===== src/rtl/mdu_pkg.sv =====
`default_nettype none
// ============================================================================
// Module : mdu_pkg
// Brief  : Shared types for the HI/LO multiply/divide scheduler.
// Rev    : 1.0
// ============================================================================
package mdu_pkg;

    typedef enum logic [3:0] {
        OP_NONE  = 4'd0,
        OP_MULT  = 4'd1,
        OP_MULTU = 4'd2,
        OP_DIV   = 4'd3,
        OP_DIVU  = 4'd4,
        OP_MTHI  = 4'd5,
        OP_MTLO  = 4'd6,
        OP_MFHI  = 4'd7,
        OP_MFLO  = 4'd8
    } mdu_op_t;

    typedef enum logic [1:0] {
        ST_IDLE     = 2'd0,
        ST_MUL_WAIT = 2'd1,
        ST_DIV_WAIT = 2'd2,
        ST_DRAIN    = 2'd3
    } mdu_state_t;

    localparam logic [1:0] UNIT_OP_SIGNED   = 2'b10;
    localparam logic [1:0] UNIT_OP_UNSIGNED = 2'b01;
    localparam logic [1:0] UNIT_OP_NONE     = 2'b00;

endpackage
`default_nettype wire


===== src/rtl/mdu_scheduler_if.sv =====
`default_nettype none
// ============================================================================
// Module : mdu_scheduler_if
// Brief  : Slot, pipeline-control and multiplier/divider signals of the scheduler.
// Rev    : 1.0
// ============================================================================
interface mdu_scheduler_if;
    import mdu_pkg::*;

    logic          stall_i;
    logic          flush_i;
    mdu_op_t       s0_op_i;
    mdu_op_t       s1_op_i;
    logic [31:0]   s0_a_i;
    logic [31:0]   s0_b_i;
    logic [31:0]   s1_a_i;
    logic [31:0]   s1_b_i;
    logic [31:0]   s0_rdata_o;
    logic [31:0]   s1_rdata_o;
    logic          stall_o;
    logic          busy_o;
    logic [1:0]    mul_op_o;
    logic [1:0]    div_op_o;
    logic [31:0]   mul_a_o;
    logic [31:0]   mul_b_o;
    logic [31:0]   div_a_o;
    logic [31:0]   div_b_o;
    logic          mul_done_i;
    logic          div_done_i;
    logic [63:0]   mul_result_i;
    logic [63:0]   div_result_i;

    modport slave (
        input  stall_i, flush_i, s0_op_i, s1_op_i, s0_a_i, s0_b_i, s1_a_i, s1_b_i,
        input  mul_done_i, div_done_i, mul_result_i, div_result_i,
        output s0_rdata_o, s1_rdata_o, stall_o, busy_o,
        output mul_op_o, div_op_o, mul_a_o, mul_b_o, div_a_o, div_b_o
    );

    modport master (
        output stall_i, flush_i, s0_op_i, s1_op_i, s0_a_i, s0_b_i, s1_a_i, s1_b_i,
        output mul_done_i, div_done_i, mul_result_i, div_result_i,
        input  s0_rdata_o, s1_rdata_o, stall_o, busy_o,
        input  mul_op_o, div_op_o, mul_a_o, mul_b_o, div_a_o, div_b_o
    );

endinterface
`default_nettype wire


===== src/rtl/mdu_op_decode.sv =====
`default_nettype none
// ============================================================================
// Module : mdu_op_decode
// Brief  : Classifies one slot's HI/LO op into start / write / read classes.
// Rev    : 1.0
// ============================================================================
module mdu_op_decode
    import mdu_pkg::*;
(
    input  var mdu_op_t op,
    output logic        is_start,
    output logic        is_write,
    output logic        is_read,
    output logic        is_signed,
    output logic        is_mul
);

    always_comb begin
        is_start  = 1'b0;
        is_write  = 1'b0;
        is_read   = 1'b0;
        is_signed = 1'b0;
        is_mul    = 1'b0;
        case (op)
            OP_MULT:  begin is_start = 1'b1; is_signed = 1'b1; is_mul = 1'b1; end
            OP_MULTU: begin is_start = 1'b1; is_mul = 1'b1; end
            OP_DIV:   begin is_start = 1'b1; is_signed = 1'b1; end
            OP_DIVU:  is_start = 1'b1;
            OP_MTHI, OP_MTLO: is_write = 1'b1;
            OP_MFHI, OP_MFLO: is_read  = 1'b1;
            default: ;
        endcase
    end

endmodule
`default_nettype wire


===== src/rtl/mdu_scheduler.sv =====
`default_nettype none
// ============================================================================
// Module : mdu_scheduler
// Brief  : Owns HI/LO, shares one multiplier and one divider between two slots.
//          Slot 1 and the bundle split exist only with MDU_DUAL_ISSUE_EN defined.
// Rev    : 1.0
// ============================================================================
module mdu_scheduler
    import mdu_pkg::*;
#(
    parameter logic [63:0] RST_HILO = 64'h0
) (
    input  wire logic      clk,
    input  wire logic      rst,
    mdu_scheduler_if.slave bus
);

    mdu_state_t  state;
    logic [63:0] hilo;
    logic        mul_done_prev;
    logic        div_done_prev;

    mdu_op_t     s0_op;
    logic        s0_start, s0_write, s0_read, s0_signed, s0_mul;
    logic        en, busy, s0_valid, s0_acc;
    logic        mul_rise, div_rise;
    logic        st_fire, st_signed, st_mul;
    logic [31:0] st_a, st_b;
    logic        wr_fire;
    logic [63:0] wr_hilo;

    assign en       = ~bus.stall_i & ~bus.flush_i;
    assign busy     = (state != ST_IDLE);
    assign mul_rise = bus.mul_done_i & ~mul_done_prev;
    assign div_rise = bus.div_done_i & ~div_done_prev;

    mdu_op_decode u_dec0 (
        .op(s0_op), .is_start(s0_start), .is_write(s0_write),
        .is_read(s0_read), .is_signed(s0_signed), .is_mul(s0_mul)
    );

    assign s0_valid = (s0_op != OP_NONE);
    assign s0_acc   = en & s0_valid & ~busy;
    assign bus.s0_rdata_o = !s0_read ? 32'h0 :
                            (s0_op == OP_MFHI) ? hilo[63:32] : hilo[31:0];

`ifdef MDU_DUAL_ISSUE_EN
    logic    s0_done;
    mdu_op_t s1_op;
    logic    s1_start, s1_write, s1_read, s1_signed, s1_mul;
    logic    s1_valid, s1_acc, split;

    assign s1_op = bus.s1_op_i;
    mdu_op_decode u_dec1 (
        .op(s1_op), .is_start(s1_start), .is_write(s1_write),
        .is_read(s1_read), .is_signed(s1_signed), .is_mul(s1_mul)
    );

    // Once slot 0 of a split bundle has gone, it is masked until slot 1 leaves.
    assign s0_op    = s0_done ? OP_NONE : bus.s0_op_i;
    assign s1_valid = (s1_op != OP_NONE);
    assign split    = (s0_start | s0_write) & s1_valid;
    assign s1_acc   = en & s1_valid & ~busy & ~split;
    assign bus.stall_o = en & ((busy & (s0_valid | s1_valid)) | split);
    assign bus.s1_rdata_o = !s1_read ? 32'h0 :
                            (s1_op == OP_MFHI) ? hilo[63:32] : hilo[31:0];
`else
    logic unused_s1;
    assign unused_s1   = ^{bus.s1_op_i, bus.s1_a_i, bus.s1_b_i};
    assign s0_op       = bus.s0_op_i;
    assign bus.stall_o = en & busy & s0_valid;
    assign bus.s1_rdata_o = 32'h0;
`endif

    // At most one start and one write can fire per cycle; slot 0 is older.
    always_comb begin
        st_fire   = 1'b0;
        st_signed = 1'b0;
        st_mul    = 1'b0;
        st_a      = 32'h0;
        st_b      = 32'h0;
        wr_fire   = 1'b0;
        wr_hilo   = hilo;
        if (s0_acc && s0_start) begin
            st_fire = 1'b1; st_signed = s0_signed; st_mul = s0_mul;
            st_a = bus.s0_a_i; st_b = bus.s0_b_i;
        end
`ifdef MDU_DUAL_ISSUE_EN
        else if (s1_acc && s1_start) begin
            st_fire = 1'b1; st_signed = s1_signed; st_mul = s1_mul;
            st_a = bus.s1_a_i; st_b = bus.s1_b_i;
        end
`endif
        if (s0_acc && s0_write) begin
            wr_fire = 1'b1;
            wr_hilo = (s0_op == OP_MTHI) ? {bus.s0_a_i, hilo[31:0]} : {hilo[63:32], bus.s0_a_i};
        end
`ifdef MDU_DUAL_ISSUE_EN
        else if (s1_acc && s1_write) begin
            wr_fire = 1'b1;
            wr_hilo = (s1_op == OP_MTHI) ? {bus.s1_a_i, hilo[31:0]} : {hilo[63:32], bus.s1_a_i};
        end
`endif
    end

    assign bus.mul_op_o = (st_fire &  st_mul) ? (st_signed ? UNIT_OP_SIGNED : UNIT_OP_UNSIGNED) : UNIT_OP_NONE;
    assign bus.div_op_o = (st_fire & ~st_mul) ? (st_signed ? UNIT_OP_SIGNED : UNIT_OP_UNSIGNED) : UNIT_OP_NONE;
    assign bus.mul_a_o  = (st_fire &  st_mul) ? st_a : 32'h0;
    assign bus.mul_b_o  = (st_fire &  st_mul) ? st_b : 32'h0;
    assign bus.div_a_o  = (st_fire & ~st_mul) ? st_a : 32'h0;
    assign bus.div_b_o  = (st_fire & ~st_mul) ? st_b : 32'h0;
    assign bus.busy_o   = busy;

    always_ff @(posedge clk or negedge rst) begin
        if (!rst) begin
            state         <= ST_IDLE;
            hilo          <= RST_HILO;
            mul_done_prev <= 1'b1;
            div_done_prev <= 1'b1;
`ifdef MDU_DUAL_ISSUE_EN
            s0_done       <= 1'b0;
`endif
        end else begin
            mul_done_prev <= bus.mul_done_i;
            div_done_prev <= bus.div_done_i;
            case (state)
                ST_IDLE: begin
                    if (wr_fire) hilo  <= wr_hilo;
                    if (st_fire) state <= st_mul ? ST_MUL_WAIT : ST_DIV_WAIT;
                end
                // Commit takes priority over a same-cycle flush.
                ST_MUL_WAIT: begin
                    if (mul_rise) begin
                        hilo  <= bus.mul_result_i;
                        state <= ST_IDLE;
                    end else if (bus.flush_i) begin
                        state <= ST_DRAIN;
                    end
                end
                ST_DIV_WAIT: begin
                    if (div_rise) begin
                        hilo  <= bus.div_result_i;
                        state <= ST_IDLE;
                    end else if (bus.flush_i) begin
                        state <= ST_DRAIN;
                    end
                end
                ST_DRAIN: begin
                    if (mul_rise || div_rise) state <= ST_IDLE;
                end
                default: state <= ST_IDLE;
            endcase
`ifdef MDU_DUAL_ISSUE_EN
            if (bus.flush_i || s1_acc) s0_done <= 1'b0;
            else if (s0_acc && split)  s0_done <= 1'b1;
`endif
        end
    end

endmodule
`default_nettype wire


===== src/flat_wrapper.sv =====
// flat-port wrapper written by rule: the top's interface ports become plain ports
module mdu_scheduler_flat import mdu_pkg::*;
#(
    parameter logic [63:0] RST_HILO = 64'h0
)
  (clk, rst, bus_stall_i, bus_flush_i, bus_s0_op_i, bus_s1_op_i, bus_s0_a_i, bus_s0_b_i, bus_s1_a_i, bus_s1_b_i, bus_mul_done_i, bus_div_done_i, bus_mul_result_i, bus_div_result_i, bus_s0_rdata_o, bus_s1_rdata_o, bus_stall_o, bus_busy_o, bus_mul_op_o, bus_div_op_o, bus_mul_a_o, bus_mul_b_o, bus_div_a_o, bus_div_b_o);
  mdu_scheduler_if bus_i ();
  input  wire logic clk;
  input  wire logic rst;
  input wire logic [$bits(bus_i.stall_i)-1:0] bus_stall_i;
  input wire logic [$bits(bus_i.flush_i)-1:0] bus_flush_i;
  input wire logic [$bits(bus_i.s0_op_i)-1:0] bus_s0_op_i;
  input wire logic [$bits(bus_i.s1_op_i)-1:0] bus_s1_op_i;
  input wire logic [$bits(bus_i.s0_a_i)-1:0] bus_s0_a_i;
  input wire logic [$bits(bus_i.s0_b_i)-1:0] bus_s0_b_i;
  input wire logic [$bits(bus_i.s1_a_i)-1:0] bus_s1_a_i;
  input wire logic [$bits(bus_i.s1_b_i)-1:0] bus_s1_b_i;
  input wire logic [$bits(bus_i.mul_done_i)-1:0] bus_mul_done_i;
  input wire logic [$bits(bus_i.div_done_i)-1:0] bus_div_done_i;
  input wire logic [$bits(bus_i.mul_result_i)-1:0] bus_mul_result_i;
  input wire logic [$bits(bus_i.div_result_i)-1:0] bus_div_result_i;
  output wire logic [$bits(bus_i.s0_rdata_o)-1:0] bus_s0_rdata_o;
  output wire logic [$bits(bus_i.s1_rdata_o)-1:0] bus_s1_rdata_o;
  output wire logic [$bits(bus_i.stall_o)-1:0] bus_stall_o;
  output wire logic [$bits(bus_i.busy_o)-1:0] bus_busy_o;
  output wire logic [$bits(bus_i.mul_op_o)-1:0] bus_mul_op_o;
  output wire logic [$bits(bus_i.div_op_o)-1:0] bus_div_op_o;
  output wire logic [$bits(bus_i.mul_a_o)-1:0] bus_mul_a_o;
  output wire logic [$bits(bus_i.mul_b_o)-1:0] bus_mul_b_o;
  output wire logic [$bits(bus_i.div_a_o)-1:0] bus_div_a_o;
  output wire logic [$bits(bus_i.div_b_o)-1:0] bus_div_b_o;
  assign bus_i.stall_i = bus_stall_i;
  assign bus_i.flush_i = bus_flush_i;
  assign bus_i.s0_op_i = bus_s0_op_i;
  assign bus_i.s1_op_i = bus_s1_op_i;
  assign bus_i.s0_a_i = bus_s0_a_i;
  assign bus_i.s0_b_i = bus_s0_b_i;
  assign bus_i.s1_a_i = bus_s1_a_i;
  assign bus_i.s1_b_i = bus_s1_b_i;
  assign bus_i.mul_done_i = bus_mul_done_i;
  assign bus_i.div_done_i = bus_div_done_i;
  assign bus_i.mul_result_i = bus_mul_result_i;
  assign bus_i.div_result_i = bus_div_result_i;
  assign bus_s0_rdata_o = bus_i.s0_rdata_o;
  assign bus_s1_rdata_o = bus_i.s1_rdata_o;
  assign bus_stall_o = bus_i.stall_o;
  assign bus_busy_o = bus_i.busy_o;
  assign bus_mul_op_o = bus_i.mul_op_o;
  assign bus_div_op_o = bus_i.div_op_o;
  assign bus_mul_a_o = bus_i.mul_a_o;
  assign bus_mul_b_o = bus_i.mul_b_o;
  assign bus_div_a_o = bus_i.div_a_o;
  assign bus_div_b_o = bus_i.div_b_o;
  mdu_scheduler #(.RST_HILO(RST_HILO)) u_core (.clk(clk), .rst(rst), .bus(bus_i));
endmodule

===== config.mk =====
export PLATFORM = sky130hd
export DESIGN_NAME = mdu_scheduler_flat
export DESIGN_NICKNAME = d
export VERILOG_FILES = /design/src/rtl/mdu_pkg.sv /design/src/rtl/mdu_scheduler_if.sv /design/src/rtl/mdu_op_decode.sv /design/src/rtl/mdu_scheduler.sv /design/src/flat_wrapper.sv
export SDC_FILE = /design/constraint.sdc
export NUM_CORES = 1
export LEC_CHECK = 0
export CELL_PAD_IN_SITES_DETAIL_PLACEMENT = 2
export CELL_PAD_IN_SITES_GLOBAL_PLACEMENT = 2
export CORE_MARGIN = 3
export CORE_UTILIZATION = 17
export DETAILED_ROUTE_END_ITERATION = 12
export HOLD_SLACK_MARGIN = 0.15
export PLACE_DENSITY = 0.9
export SETUP_SLACK_MARGIN = 0.3
export SLEW_MARGIN = 10
export SYNTH_ARGS = -nofsm -noshare
export SYNTH_HDL_FRONTEND = slang
export SYNTH_SLANG_ARGS = --single-unit
export TNS_END_PERCENT = 10

===== constraint.sdc =====
create_clock -name clk -period 2.75 [get_ports clk]
set_clock_uncertainty 0.1 [all_clocks]
set_input_delay 0.275 -clock clk [delete_from_list [all_inputs] [get_ports clk]]
set_output_delay 0.275 -clock clk [all_outputs]
set_load 0.005 [all_outputs]

==> results of run 1 <==
sequential cells by signal (all words and copies together), names as in the netlist:
| register | cells |
|---|---|
| u_core.div_done_prev | 1 |
| u_core.state | 2 |
| u_core.mul_done_prev | 1 |
| u_core.hilo | 64 |
layer usage:
metal,vias up,GRT usage,wire length [um]
met4,0,0.04798,920
met1,3442,0.2324,14020
li1,3001,-,-
met3,48,0.03579,2028
met5,-,0,0
met2,278,0.3667,19300
power breakdown:
part / switching (mW) / internal, mW / total (mW)
Sequential: 0.190 / 1.38 / 1.57
Combinational: 2.38 / 2.30 / 4.68
Clock: 0.476 / 0.800 / 1.28
area by class of cell:
type,instances,share of cell area
timing repair buffer,465,0.4307
multi-input combinational,495,0.3411
sequential,68,0.1506
tap,435,0.04809
clock buffer,11,0.02056
clock inverter,5,0.007629
inverter,4,0.001327
cell families (layout without fill, tap and decap cells):
family,count (synthesis),after routing
fa+ha+maj,5,5
flops,68,68
compound gates,172,172
buf+inv,94,485
simple gates,220,220
other cells,1,32
mux,65,65
xor+xnor,1,1
synthesized netlist by cell type:
cell / instances
or4b_4: 1
dfstp_2: 2
buf_4: 36
xnor2_1: 1
or2_2: 3
a2111oi_0: 1
a211o_1: 1
nor3_2: 1
ha_1: 5
nand2b_1: 4
nor3_1: 3
nand4bb_1: 1
nor2_1: 6
nand3b_1: 1
and3_1: 1
inv_1: 4
nor2b_1: 1
a22oi_1: 2
a32oi_1: 1
a21oi_2: 1
buf_2: 9
o21ai_1: 2
a221oi_1: 1
nand2_1: 67
a22o_1: 128
nor4_1: 2
and2_1: 129
conb_1: 1
clkbuf_1: 45
mux2_1: 6
o21ai_0: 1
mux2_2: 59
dfrtp_1: 66
a21oi_1: 34
what timing repair did:
item	4_1_cts	5_1_grt
buffers inserted	40	5
hold buffers	1	0
endpoints found under the hold margin	66	0
gates cloned	14	0
endpoints found under the setup margin	165	180
resized for setup	675	138
pin swaps	20	18
worst max-delay path, delay by kind of cell (launching register included):
family	cells	cell delay, ps
fa+ha+maj	1	140
compound gates	1	180
simple gates	2	650
buf+inv	8	900
flops	1	400
worst paths after layout:
path / to / depth (start not counted) / slack [ps]
setup / recovery: bus_div_b_o[7] / 12 / -230
hold reg to reg: u_core.hilo[30]$_DFFE_PN0P_ / 1 / 390
setup reg to reg: u_core.state[1]$_DFFE_PN0P_ / 12 / 280
min in group asynchronous: u_core.hilo[11]$_DFFE_PN0P_ / 2 / 530
max in group asynchronous: u_core.hilo[32]$_DFFE_PN0P_ / 2 / 1400
hold / removal: u_core.mul_done_prev$_DFF_PN1_ / 1 / 280
per-stage QoR:
step           setup TNS, ps  utilization  worst slack, ps
2_1_floorplan              0            -            505.9
4_1_cts                -9032       0.3413           -167.3
5_1_grt               -22170       0.3541           -303.4
3_3_place_gp           -9193       0.3106           -145.0
3_5_place_dp          -12530       0.3106           -223.6
6_report              -12200       0.3541           -230.0
==> impl_metrics.env, run 1 <==
export IMPL_hpwl_um=23310
export IMPL_final_common_cell="clkdlybuf4s50_1"
export IMPL_core_um2=31960
export IMPL_die_area_um2=35050
export IMPL_fin_nets=1318
export IMPL_io_pins=468
export IMPL_first_pass_iters=4
export IMPL_grt_start_max_net_pins=69
export IMPL_worstMarginPinSlew_ps=1052
export IMPL_wl_per_cell_um=24.45
export IMPL_final_area_um2=11320
export IMPL_hold_path_startpoint="bus_mul_done_i"
export IMPL_violations="negative setup slack"
export IMPL_nFillCells=3445
export IMPL_viasPerCell=4.564
export IMPL_port_buffers=367
export IMPL_hold_viol=0
export IMPL_fin_cells=1483
export IMPL_layout_common_cells="clkdlybuf4s50_1, a22o_1, buf_6"
export IMPL_drive_gt1_frac=0.4055
export IMPL_yosysTopAreaCell="dfrtp_1"
export IMPL_layout_setup_ws_ps=-230.0
export IMPL_ir_drop_mv=0.6802
export IMPL_grt_pass1_wl_um=52290
export IMPL_dpl_cell_area_um2=9928
export IMPL_setup_viol_count_final=115
export IMPL_vias=6769
export IMPL_synth_top_family_by_area="compound AO/OA/AOI/OAI gates"
export IMPL_fmax_mhz=335.6
export IMPL_crit_path_cell_trace="inv_2, ha_4, or4b_4, buf_6, a21oi_4, buf_6, buf_6, buf_12, buf_12, buf_16, and2_4, buf_6"
export IMPL_synthMuxAreaShare=0.1311
export IMPL_cts_buffer_depth=2
export IMPL_clock_latency_ps=340
export IMPL_post_route_drc_count=0
export IMPL_grt_pass1_vias=7679
export IMPL_synthCells=626
export IMPL_critPathLaunch="u_core.state[0]$_DFFE_PN0P_"
export IMPL_grtUsageTotal=0.1969
export IMPL_clk_pin_slew_ps=60
export IMPL_post_route_period_util=1.084
export IMPL_cp_end_kind="output pin"
export IMPL_syn_to_final_growth_pct=102.7
export IMPL_power_leakage_nw=5.207
export IMPL_ys_seq_area_frac=0.3052
export IMPL_worstPathMaxFanout=6
export IMPL_drv_slew=0
export IMPL_place_inst=1407
export IMPL_cts_root_buf="clkbuf_16"
export IMPL_cts_buffers=9
export IMPL_antenna_found_initial=1
export IMPL_cts_tree="done"
export IMPL_gp_congestion=0.7297
export IMPL_netlist_area_um2=5583
export IMPL_rsz0062_at_grt="yes"
export IMPL_drt_iter0_markers=337
export IMPL_synthTopCellsByArea="dfrtp_1, a22o_1, and2_1"
export IMPL_start_kind="flop"
export IMPL_slew_headroom=0.2974
export IMPL_outcome="finished, violations left"
export IMPL_antenna_cells=0
export IMPL_die_h_um=187.2
export IMPL_synth_top_cell_area_share=0.2958
export IMPL_worst_path_most_repeated_cell="buf_6"
export IMPL_fin_crit_ps=2980
export IMPL_rows=65
export IMPL_yosysUniqueCellTypes=34
export IMPL_initial_core_util=0.1747
export IMPL_whs_ps=278.3
export IMPL_crit_slowest_cell="or4b_4"
export IMPL_synth_adder_area_share=0.01121
export IMPL_hp_class="in -> reg"
export IMPL_cap_violations=0
export IMPL_multiInputGateArea_um2=3860
export IMPL_synth_simple_area_share=0.2163
export IMPL_dieWidth_um=187.2
export IMPL_ys_warn_count=0
export IMPL_ys_seq_elements=68
export IMPL_ant_nets=0
export IMPL_htree_levels=3
export IMPL_crit_arrival_ps=2610
export IMPL_power_total_mw=7.527
export IMPL_r2r_start="u_core.state[0]$_DFFE_PN0P_"
export IMPL_syn_mean_instance_area_um2=8.918
export IMPL_powerDensity_nw_per_um2=665.1
export IMPL_criticalPathCategory="reg -> out"
export IMPL_synth_compound_area_frac=0.2445
export IMPL_regArea_um2=1704
export IMPL_critical_path_max_stage_delay_ps=490
export IMPL_cp_required_ps=2380
export IMPL_routed_wirelength_um=36260
export IMPL_gr_total_overflow=0
export IMPL_cts_sinks=68
export IMPL_synth_xor_area_frac=0.001569
No activity file was read; power rests on OpenSTA's default activity.
==> run 2, diff against run 1 <==
--- a/config.mk
+++ b/config.mk
@@ -7,7 +7,6 @@
 export LEC_CHECK = 0
 export CELL_PAD_IN_SITES_DETAIL_PLACEMENT = 2
 export CELL_PAD_IN_SITES_GLOBAL_PLACEMENT = 2
-export CORE_MARGIN = 3
 export CORE_UTILIZATION = 17
 export DETAILED_ROUTE_END_ITERATION = 12
 export HOLD_SLACK_MARGIN = 0.15
==> run 2 against run 1 <==
Effect of this change: the run still ends with negative setup slack left; global-route usage decreased by 2.9 points; design area is 6.1% lower; sequential cell count unchanged; final cell count is 0.61% lower; die area fell by 4.2%; utilization shrank 2.2 points; sequential share of layout area up 0.98 points; combinational power shrank 3%.
==> impl_metrics.env, run 2 (synthesized netlist as in run 1, its figures left out) <==
export IMPL_outcome="finished, violations left"
export IMPL_violations="negative setup slack"
export IMPL_critical_path_max_stage_delay_ps=510
export IMPL_nFillCells=3498
export IMPL_drt_iter0_markers=241
export IMPL_grt_pass1_wl_um=42900
export IMPL_fin_nets=1309
export IMPL_final_area_um2=10630
export IMPL_hold_viol=0
export IMPL_core_um2=31960
export IMPL_cap_violations=0
export IMPL_post_route_period_util=1.082
export IMPL_holdPathStages=1
export IMPL_cts_sinks=68
export IMPL_hp_class="in -> reg"
export IMPL_switching_power_mw=2.969
export IMPL_vias=6658
export IMPL_reg_top3="u_core.hilo x64, u_core.state x2"
export IMPL_die_area_um2=33570
export IMPL_largest_register_ffs=64
export IMPL_cts_buffers=9
export IMPL_r2r_cells=10
export IMPL_wl_per_cell_um=22.45
export IMPL_gp_congestion=0.7346
export IMPL_fin_crit_ps=2976
export IMPL_power_frac_seq=0.211
export IMPL_die_h_um=183.2
export IMPL_fmax_mhz=336.0
export IMPL_crit_buf_inv=8
export IMPL_crit_arrival_ps=2600
export IMPL_antenna_found_initial=3
export IMPL_power_frac_comb=0.611
export IMPL_cp_required_ps=2380
export IMPL_cp_end_kind="output pin"
export IMPL_post_route_drc_count=0
export IMPL_final_common_cell="clkdlybuf4s50_1"
export IMPL_port_buffers=367
export IMPL_crit_path_cell_trace="inv_2, ha_4, or4b_4, nor3_4, buf_12, buf_8, buf_12, clkbuf_16, buf_8, buf_6, and2_4, buf_6"
export IMPL_start_kind="flop"
export IMPL_rsz0062_at_grt="yes"
export IMPL_ant_nets=0
export IMPL_hold_path_startpoint="bus_mul_done_i"
export IMPL_swShare=0.4002
export IMPL_first_pass_iters=8
export IMPL_worstPathMaxFanout=4
export IMPL_drv_slew=0
export IMPL_cp_top_family="simple AND/OR/NAND/NOR gates"
export IMPL_slew_headroom=0.2640
export IMPL_routed_wirelength_um=33100
export IMPL_dpl_cell_area_um2=9926
export IMPL_viasPerCell=4.517
export IMPL_powerDensity_nw_per_um2=698.1
export IMPL_intPower_mw=4.449
export IMPL_setup_viol_count_final=81
export IMPL_clock_latency_ps=340
export IMPL_rows=65
export IMPL_top_register="u_core.hilo"
export IMPL_hold_end="u_core.mul_done_prev$_DFF_PN1_"
export IMPL_layout_setup_ws_ps=-226.3
export IMPL_grtUsageTotal=0.1674
export IMPL_worstReg2RegEnd="u_core.state[0]$_DFFE_PN0P_"
export IMPL_clk_pin_slew_ps=70
export IMPL_htree_levels=3
export IMPL_power_leakage_nw=5.182
export IMPL_cts_buffer_depth=2
export IMPL_ir_drop_mv=0.5458
export IMPL_dieWidth_um=183.2
export IMPL_gr_total_overflow=0
export IMPL_grt_pass1_vias=7187
export IMPL_syn_to_final_growth_pct=90.34
export IMPL_initial_core_util=0.1747
export IMPL_reg2reg_slack_ps=370
export IMPL_criticalPathCategory="reg -> out"
export IMPL_drive_gt1_frac=0.3330
export IMPL_hpwl_um=22610
export IMPL_pwr_share_clk=0.178
export IMPL_setup_tns_ps=-7338
export IMPL_crit_slowest_cell="or4b_4"
export IMPL_cts_root_buf="clkbuf_16"
export IMPL_r2r_start="u_core.state[1]$_DFFE_PN0P_"
export IMPL_worstMarginPinSlew_ps=1101
export IMPL_cts_tree="done"
export IMPL_antenna_cells=0
export IMPL_grt_start_max_net_pins=69
export IMPL_io_pins=468
export IMPL_layout_common_cells="clkdlybuf4s50_1, a22o_1, and2_1"
run 2: changes by cell type in the layout (fill, tap and decap cells not counted), sizes merged:
| cell | delta |
|---|---|
| clkdlybuf4s15 | -3 |
| dlygate4sd2 | +3 |
| clkdlybuf4s50 | +2 |
| clkinv | -2 |
| dlymetal6s2s | +13 |
| clkinvlp | +2 |
| buf | -79 |
| clkbuf | +55 |
run 2: final cells by class:
type,count,area [um^2],area share
inverters,4,15.01,0.001413
well taps,435,544.3,0.05122
multi-input cells,495,3691,0.3473
clock inverters,5,83.83,0.007889
clock buffers,11,252.7,0.02378
flip-flops and latches,68,1704,0.1604
repair buffers,456,4335,0.4080
run 2: stage by stage:
stage,worst slack (ps),std cells,power (mW),util,hold slack [ps]
5_1_grt,-285.9,1474,7.895,0.3325,291.7
2_1_floorplan,505.9,657,4.368,-,-120.6
3_3_place_gp,-120.1,1410,5.809,0.3106,355.0
6_report,-226.3,1474,7.418,0.3325,302.2
3_5_place_dp,-212.8,1410,6.035,0.3106,363.7
4_1_cts,-323.3,1427,7.394,0.3221,281.9
run 2: repair_timing:
action / in CTS / in global routing
cloned: 0 / 13
setup endpoints to repair: 165 / 210
endpoints found under the hold margin: 66 / 0
pin swaps: 2 / 9
gates resized for setup: 141 / 355
setup buffers: 0 / 34
hold buffers: 1 / 0
run 2: how the worst max path moves through the flow:
stage,depth (start not counted),end,from,slack (ps)
after detailed placement,6,bus_mul_a_o[31],bus_s0_op_i[3],-210
after global routing,12,bus_mul_b_o[28],u_core.state[1]$_DFFE_PN0P_,-290
after global placement,6,bus_mul_a_o[30],bus_s0_op_i[3],-120
final,12,bus_mul_b_o[28],u_core.state[1]$_DFFE_PN0P_,-230
after floorplan,7,bus_mul_a_o[10],u_core.state[0]$_DFFE_PN0P_,510
after CTS,7,bus_mul_a_o[31],u_core.state[1]$_DFFE_PN0P_,-320
run 2: power by group through the flow:
stage | Sequential [mW] | Combinational [mW] | Clock (mW)
global placement | 1.54 | 4.27 | 0
finish | 1.56 | 4.53 | 1.32
CTS | 1.56 | 4.47 | 1.37
global route | 1.61 | 4.88 | 1.41
floorplan | 1.51 | 2.85 | 0
detailed placement | 1.57 | 4.46 | 0
run 2: layer usage:
metal | vias up | track usage | wire length (um)
met4 | 0 | 0.03733 | 531
met2 | 297 | 0.3185 | 17510
met5 | - | 0 | 0
li1 | 2978 | - | -
met1 | 3351 | 0.1918 | 13040
met3 | 32 | 0.03038 | 2017
